`config.mk`:
```
export PLATFORM = sky130hd
export DESIGN_NAME = i2s_audio_mixer
export DESIGN_NICKNAME = d
export VERILOG_FILES = /design/src/rtl/i2s_audio_mixer.sv
export SDC_FILE = /design/constraint.sdc
export NUM_CORES = 1
export LEC_CHECK = 0
export CAP_MARGIN = 10
export CORE_MARGIN = 1.5
export CORE_UTILIZATION = 60
export CTS_CLUSTER_DIAMETER = 150
export DETAILED_ROUTE_END_ITERATION = 12
export GPL_TIMING_DRIVEN = 1
export PLACE_DENSITY_LB_ADDON = 0.3
export SLEW_MARGIN = 20
export SYNTH_ARGS = -nofsm -noshare
export SYNTH_HDL_FRONTEND = slang
export SYNTH_SLANG_ARGS = --single-unit
```
`constraint.sdc`:
```
create_clock -name clk -period 14.19 [get_ports clk]
set_input_delay 2.1285 -clock clk [delete_from_list [all_inputs] [get_ports clk]]
set_output_delay 2.1285 -clock clk [all_outputs]
set_load 0.01 [all_outputs]
```
`src/rtl/i2s_audio_mixer.sv`:
```
// Multi-source stereo mixer with per-source 4-bit gain and saturation, feeding
// an I2S serialiser. The mix is computed once per frame from a snapshot of the hold registers.
module i2s_audio_mixer #(
    parameter int NUM_SRC   = 2,
    parameter int SAMPLE_W  = 16,
    parameter int SLOT_BITS = 32,
    parameter int BCLK_HALF = 7
) (
    input  logic                        clk,
    input  logic                        reset,
    input  logic [NUM_SRC*SAMPLE_W-1:0] src_l_i,
    input  logic [NUM_SRC*SAMPLE_W-1:0] src_r_i,
    input  logic [NUM_SRC-1:0]          src_valid_i,
    input  logic [NUM_SRC*4-1:0]        vol_i,
    output logic [SAMPLE_W-1:0]         mix_l_o,
    output logic [SAMPLE_W-1:0]         mix_r_o,
    output logic                        clip_o,
    output logic                        frame_o,
    output logic                        bclk_o,
    output logic                        lrck_o,
    output logic                        dacdat_o
);

    localparam int FRAME_BITS = 2 * SLOT_BITS;
    localparam int BIT_W      = $clog2(FRAME_BITS);
    localparam int CDIV_W     = $clog2(BCLK_HALF);
    localparam int IDX_W      = (NUM_SRC > 1) ? $clog2(NUM_SRC) : 1;
    localparam int SEL_W      = (SAMPLE_W > 1) ? $clog2(SAMPLE_W) : 1;
    localparam int ACC_W      = SAMPLE_W + 4 + $clog2(NUM_SRC) + 1;
    localparam int PROD_W     = SAMPLE_W + 5;

    localparam logic signed [ACC_W-1:0] SAT_MAX =
        {{(ACC_W-SAMPLE_W+1){1'b0}}, {(SAMPLE_W-1){1'b1}}};
    localparam logic signed [ACC_W-1:0] SAT_MIN =
        {{(ACC_W-SAMPLE_W+1){1'b1}}, {(SAMPLE_W-1){1'b0}}};

    typedef enum logic [1:0] {ST_IDLE, ST_ACC, ST_SAT} state_t;

    // ---------------- clocking / serialiser ----------------
    logic [CDIV_W-1:0]   r_cdiv;
    logic                r_bclk;
    logic [BIT_W-1:0]    r_bitcnt;
    logic                r_frame;
    logic                r_dacdat;
    logic [SAMPLE_W-1:0] r_out_l;
    logic [SAMPLE_W-1:0] r_out_r;
    logic [SAMPLE_W-1:0] r_mix_l;
    logic [SAMPLE_W-1:0] r_mix_r;
    logic                r_clip;

    logic                w_wrap;
    logic                w_fall;
    logic                w_last_bit;
    logic                w_frame_evt;
    logic [BIT_W-1:0]    w_bitcnt_nxt;
    logic                w_right;
    logic [BIT_W-1:0]    w_p;
    logic [SAMPLE_W-1:0] w_word;
    logic [SEL_W-1:0]    w_sel;
    logic                w_dat_nxt;

    assign w_wrap      = (r_cdiv == CDIV_W'(BCLK_HALF - 1));
    assign w_fall      = w_wrap & r_bclk;
    assign w_last_bit  = (r_bitcnt == BIT_W'(FRAME_BITS - 1));
    assign w_frame_evt = w_fall & w_last_bit;

    // Serial bit for the slot position the falling edge is about to enter.
    // NOTE: every always_comb output gets a default first so no latch is inferred.
    always_comb begin
        w_bitcnt_nxt = w_last_bit ? '0 : r_bitcnt + BIT_W'(1);
        w_right      = (w_bitcnt_nxt >= BIT_W'(SLOT_BITS));
        w_p          = w_right ? w_bitcnt_nxt - BIT_W'(SLOT_BITS) : w_bitcnt_nxt;
        w_word       = w_right ? r_out_r : r_out_l;
        w_sel        = SEL_W'(BIT_W'(SAMPLE_W) - w_p);
        w_dat_nxt    = 1'b0;
        if ((w_p != '0) && (w_p <= BIT_W'(SAMPLE_W)))
            w_dat_nxt = w_word[w_sel];
    end

    // NOTE: sequential state uses non-blocking assignments only, so every
    // register samples the pre-edge value of every other register.
    always_ff @(posedge clk or posedge reset) begin
        if (reset) begin
            r_cdiv   <= '0;
            r_bclk   <= 1'b0;
            r_bitcnt <= '0;
            r_frame  <= 1'b0;
            r_dacdat <= 1'b0;
            r_out_l  <= '0;
            r_out_r  <= '0;
        end else begin
            r_frame <= 1'b0;
            if (w_wrap) begin
                r_cdiv <= '0;
                r_bclk <= ~r_bclk;
            end else begin
                r_cdiv <= r_cdiv + CDIV_W'(1);
            end
            if (w_fall) begin
                r_bitcnt <= w_bitcnt_nxt;
                r_dacdat <= w_dat_nxt;
            end
            if (w_frame_evt) begin
                r_frame <= 1'b1;
                r_out_l <= r_mix_l;
                r_out_r <= r_mix_r;
            end
        end
    end

    // ---------------- hold and snapshot registers ----------------
    logic [SAMPLE_W-1:0] r_hold_l [NUM_SRC];
    logic [SAMPLE_W-1:0] r_hold_r [NUM_SRC];
    logic [SAMPLE_W-1:0] r_snap_l [NUM_SRC];
    logic [SAMPLE_W-1:0] r_snap_r [NUM_SRC];

    // NOTE: these small arrays are flops, not RAM, and must read 0 after reset,
    // so they are cleared in the reset branch.
    always_ff @(posedge clk or posedge reset) begin
        if (reset) begin
            for (int i = 0; i < NUM_SRC; i++) begin
                r_hold_l[i] <= '0;
                r_hold_r[i] <= '0;
                r_snap_l[i] <= '0;
                r_snap_r[i] <= '0;
            end
        end else begin
            for (int i = 0; i < NUM_SRC; i++) begin
                if (src_valid_i[i]) begin
                    r_hold_l[i] <= src_l_i[i*SAMPLE_W +: SAMPLE_W];
                    r_hold_r[i] <= src_r_i[i*SAMPLE_W +: SAMPLE_W];
                end
                if (w_frame_evt) begin
                    r_snap_l[i] <= r_hold_l[i];
                    r_snap_r[i] <= r_hold_r[i];
                end
            end
        end
    end

    // ---------------- mixer FSM ----------------
    state_t                   r_state;
    state_t                   w_state_nxt;
    logic [IDX_W-1:0]         r_idx;
    logic signed [ACC_W-1:0]  r_acc_l;
    logic signed [ACC_W-1:0]  r_acc_r;

    logic [3:0]               w_vol;
    logic [SAMPLE_W-1:0]      w_s_l;
    logic [SAMPLE_W-1:0]      w_s_r;
    logic signed [PROD_W-1:0] w_prod_l;
    logic signed [PROD_W-1:0] w_prod_r;
    logic signed [ACC_W-1:0]  w_sh_l;
    logic signed [ACC_W-1:0]  w_sh_r;
    logic                     w_hi_l, w_lo_l, w_hi_r, w_lo_r;
    logic [SAMPLE_W-1:0]      w_sat_l;
    logic [SAMPLE_W-1:0]      w_sat_r;

    always_ff @(posedge clk or posedge reset) begin
        if (reset) r_state <= ST_IDLE;
        else       r_state <= w_state_nxt;
    end

    always_comb begin
        w_state_nxt = r_state;
        case (r_state)
            ST_IDLE: if (r_frame) w_state_nxt = ST_ACC;
            ST_ACC:  if (r_idx == IDX_W'(NUM_SRC - 1)) w_state_nxt = ST_SAT;
            ST_SAT:  w_state_nxt = ST_IDLE;
            default: w_state_nxt = ST_IDLE;
        endcase
    end

    // Gain is signed sample times unsigned 0..15; both operands widened to PROD_W.
    assign w_vol    = vol_i[4*r_idx +: 4];
    assign w_s_l    = r_snap_l[r_idx];
    assign w_s_r    = r_snap_r[r_idx];
    assign w_prod_l = $signed({{5{w_s_l[SAMPLE_W-1]}}, w_s_l}) *
                      $signed({{(SAMPLE_W+1){1'b0}}, w_vol});
    assign w_prod_r = $signed({{5{w_s_r[SAMPLE_W-1]}}, w_s_r}) *
                      $signed({{(SAMPLE_W+1){1'b0}}, w_vol});

    // Unity gain is 8, so the sum is scaled back by an arithmetic (flooring) shift.
    assign w_sh_l  = r_acc_l >>> 3;
    assign w_sh_r  = r_acc_r >>> 3;
    assign w_hi_l  = (w_sh_l > SAT_MAX);
    assign w_lo_l  = (w_sh_l < SAT_MIN);
    assign w_hi_r  = (w_sh_r > SAT_MAX);
    assign w_lo_r  = (w_sh_r < SAT_MIN);
    assign w_sat_l = w_hi_l ? SAT_MAX[SAMPLE_W-1:0] :
                     w_lo_l ? SAT_MIN[SAMPLE_W-1:0] : w_sh_l[SAMPLE_W-1:0];
    assign w_sat_r = w_hi_r ? SAT_MAX[SAMPLE_W-1:0] :
                     w_lo_r ? SAT_MIN[SAMPLE_W-1:0] : w_sh_r[SAMPLE_W-1:0];

    always_ff @(posedge clk or posedge reset) begin
        if (reset) begin
            r_idx   <= '0;
            r_acc_l <= '0;
            r_acc_r <= '0;
            r_mix_l <= '0;
            r_mix_r <= '0;
            r_clip  <= 1'b0;
        end else begin
            r_clip <= 1'b0;
            case (r_state)
                ST_IDLE: begin
                    if (r_frame) begin
                        r_idx   <= '0;
                        r_acc_l <= '0;
                        r_acc_r <= '0;
                    end
                end
                ST_ACC: begin
                    r_acc_l <= r_acc_l + ACC_W'(w_prod_l);
                    r_acc_r <= r_acc_r + ACC_W'(w_prod_r);
                    r_idx   <= r_idx + IDX_W'(1);
                end
                ST_SAT: begin
                    r_mix_l <= w_sat_l;
                    r_mix_r <= w_sat_r;
                    r_clip  <= w_hi_l | w_lo_l | w_hi_r | w_lo_r;
                end
                default: ;
            endcase
        end
    end

    assign mix_l_o  = r_mix_l;
    assign mix_r_o  = r_mix_r;
    assign clip_o   = r_clip;
    assign frame_o  = r_frame;
    assign bclk_o   = r_bclk;
    assign lrck_o   = (r_bitcnt >= BIT_W'(SLOT_BITS));
    assign dacdat_o = r_dacdat;

endmodule
```
==> results.sh <==
export IMPL_outcome="complete, no violations"
export IMPL_yosysTopAreaCell="dfrtp_1"
export IMPL_reg2reg_to="r_acc_r[20]"
export IMPL_clk_latency_ns=0.54
export IMPL_grt_pass1_wl_um=60500
export IMPL_cp_top_family="adder cells"
export IMPL_worst_path_max_delay_cell="mux2_2"
export IMPL_leakagePower_nw=9.38
export IMPL_nets=1957
export IMPL_netlist_area_leader_share_pct=37.9
export IMPL_core_area_um2=27100
export IMPL_synth_edf_count=0
export IMPL_io_buffers=112
export IMPL_io_pins=113
export IMPL_dp_cells=2027
export IMPL_clock_sinks=252
export IMPL_finalMaxSlewViolations=0
export IMPL_clk_pin_slew_worst_paths_ns=0.07
export IMPL_drive_above_1_share_pct=16.0
export IMPL_grt_pass1_vias=11600
export IMPL_gp_congestion=0.929
export IMPL_area_growth_pct=14.1
export IMPL_firstDrtPassIters=5
export IMPL_dr_first_iter_drc_count=938
export IMPL_worstHoldPathType="reg2reg"
export IMPL_final_common_cell="dfrtp_1"
export IMPL_synth_simple_gate_area_share_pct=8.32
export IMPL_synthArstFlopShare_pct=100
export IMPL_dp_hpwl_um=27100
export IMPL_instances_no_fill=2071
export IMPL_synthCells=1593
export IMPL_finalCriticalPeriod_ns=6.63
export IMPL_rows=60
export IMPL_period_share_pct=46.7
export IMPL_synth_cell_types=68
export IMPL_end_kind="flop"
export IMPL_min_to="dacdat_o"
export IMPL_ant_nets=0
export IMPL_yosys_top_cells_area="dfrtp_1 (38%), fa_1 (13%), mux2_2 (13%)"
export IMPL_fmax_mhz=151
export IMPL_irDropWorstVdd_mv=0.136
export IMPL_syn_nets=1867
export IMPL_hold_buffers=0
export IMPL_clockRootBuffer="clkbuf_16"
export IMPL_synth_compound_area_share_pct=9.48
export IMPL_yosys_warnings=0
export IMPL_dieArea_um2=28700
export IMPL_slew_headroom_pct=31.6
export IMPL_r2r_setup_slack_ns=8.34
export IMPL_htreeDepth=1
export IMPL_crit_type="in2reg"
export IMPL_clock_skew_ns=0.0235
export IMPL_rsz0062_at_grt="no"
export IMPL_num_vias=11600
export IMPL_track_usage_pct=26.6
export IMPL_worstPathCellList="clkdlybuf4s50_1 -> mux2_2 -> nand2_1 -> inv_1 -> fa_1 -> fa_1 -> inv_1 -> fa_1 -> inv_1 -> ha_1 -> and3_1 -> and3_1 -> a22oi_1 -> nand3_1 -> a31oi_1 -> xor2_1 -> o21ai_1"
export IMPL_final_hold_viol_count=0
export IMPL_setup_viol=0
export IMPL_min_path_cells=2
export IMPL_synth_fa_ha_area_share_pct=19.8
export IMPL_ys_flop_type="dfrtp_1"
export IMPL_grt_start_max_net_pins=119
export IMPL_fillers=1979
export IMPL_required_ns=14.58
export IMPL_cts_tree="built"
export IMPL_clockBufferDepth=3
export IMPL_final_cell_mix="dfrtp_1 (251), inv_1 (242), mux2_2 (188)"
export IMPL_die_h_um=169
export IMPL_synth_top_family_by_area="adder cells"
export IMPL_cp_arrival_ns=7.02
export IMPL_crit_buf_inv=4
export IMPL_avgRoutedWirePerCell_um=17.5
export IMPL_netlist_area_um2=16600
export IMPL_antenna_found_initial=0
export IMPL_die_w_um=169
export IMPL_setup_tns_ns=0
export IMPL_crit_fanout=24
export IMPL_max_cap_violations=0
export IMPL_routed_wl_um=36200
export IMPL_post_cts_buffers=0
export IMPL_ctsResizeCount=0
export IMPL_syn_area_per_cell_um2=10.4
export IMPL_n_antenna_cell=0
export IMPL_timing_rr_start="r_idx"
export IMPL_hold_ws_ns=0.491
export IMPL_crit_path_start_kind="primary input"
export IMPL_min_from="dacdat_o"
export IMPL_ys_seq_area_share_pct=37.9
export IMPL_synthMuxAreaShare_pct=15.4
export IMPL_cp_slowest_stage_delay_ns=0.53
export IMPL_rr_worst_depth=17
export IMPL_synth_seq_cells=252
export IMPL_powerDensity_nw_per_um2=82.4
export IMPL_drc=0
export IMPL_synth_xor_xnor_area_share_pct=1.95
export IMPL_start_util_pct=61.3
export IMPL_tightestPinTransition_ns=0.998
export IMPL_vias_per_cell=5.61
export IMPL_numCtsBuffers=26
export IMPL_grt_overflow=0
-- report_power, final --
group          switching, W  internal, W
combinational     0.0000573    0.0000506
sequential        0.0000138     0.000740
clock              0.000277     0.000426
-- worst reg2reg max path, stage by stage, from the launching register on --
cell,delay (ns)
dfrtp_2,0.35
buf_4,0.73
mux2_2,0.75
nand2_1,0.38
inv_1,0.19
fa_1,0.45
fa_1,0.50
inv_1,0.06
fa_1,0.52
inv_1,0.04
ha_1,0.33
and3_1,0.24
and3_1,0.21
a22oi_1,0.28
nand3_1,0.14
a31oi_1,0.27
xor2_1,0.19
o21ai_1,0.08
-- final cells by class --
class	count	area [µm²]	share of cell area, %
sequential	252	6310	33.2
clock inverter	8	124	0.653
tap	372	465	2.45
multi-input combinational	1034	9170	48.3
timing repair buffer	126	1230	6.48
inverter	243	920	4.85
clock buffer	36	759	4.00
-- synthesized netlist by cell type (all sizes together) (10+ instances only) --
cell type,instances
a21oi,40
nand3,11
nor3,11
a21o,15
fa,108
xor2,16
o21ai,121
buf,26
xnor2,21
ha,90
nand2,138
inv,243
or2,10
mux2i,45
mux2,188
nor2,100
clkbuf,38
dfrtp,252
-- cells by family after synthesis --
logic type | Yosys count
flops | 252
buf+inv | 307
mux | 233
fa+ha+maj | 198
compound gates | 254
xor+xnor | 37
simple gates | 312
-- flip-flops by register name, indices dropped and copies added (netlist names), 6 cells and up --
name	flops
r_snap_l	32
r_acc_r	22
mix_l_o	16
r_acc_l	22
r_hold_l	32
r_snap_r	32
r_bitcnt	6
r_out_r	16
r_out_l	16
r_hold_r	32
mix_r_o	16
-- routing by layer --
layer / vias to the layer above / part of all wire, % / track usage (%)
met2: 327 / 45 / 41.4
met4: 0 / 1.5 / 5.46
met5: - / 0 / 0
met1: 5782 / 48 / 40.1
met3: 45 / 5.3 / 3.52
li1: 5457 / - / -
-- worst max-delay path by stage --
stage	to	startpoint	depth (start not counted)	slack [ns]
after floorplan	bclk_o	reset	1	5.13
after global placement	r_acc_l[15]	vol_i[4]	18	7.21
after detailed placement	r_acc_r[20]	vol_i[4]	17	7.08
after CTS	r_acc_r[20]	vol_i[4]	17	7.64
after global routing	r_acc_r[20]	vol_i[4]	16	7.32
final	r_acc_r[20]	vol_i[4]	17	7.56
-- metrics by stage --
stage	total power, W	setup slack (ns)	area (µm²)	util, %
2_1_floorplan	0.000826	5.13	16600	-
3_3_place_gp	0.000868	7.21	18100	66.7
3_5_place_dp	0.000874	7.08	18100	66.7
4_1_cts	0.00158	7.64	19000	70.0
5_1_grt	0.00163	7.32	19000	70.0
6_report	0.00156	7.56	19000	70.0
Power figures use the tool's default switching activity.
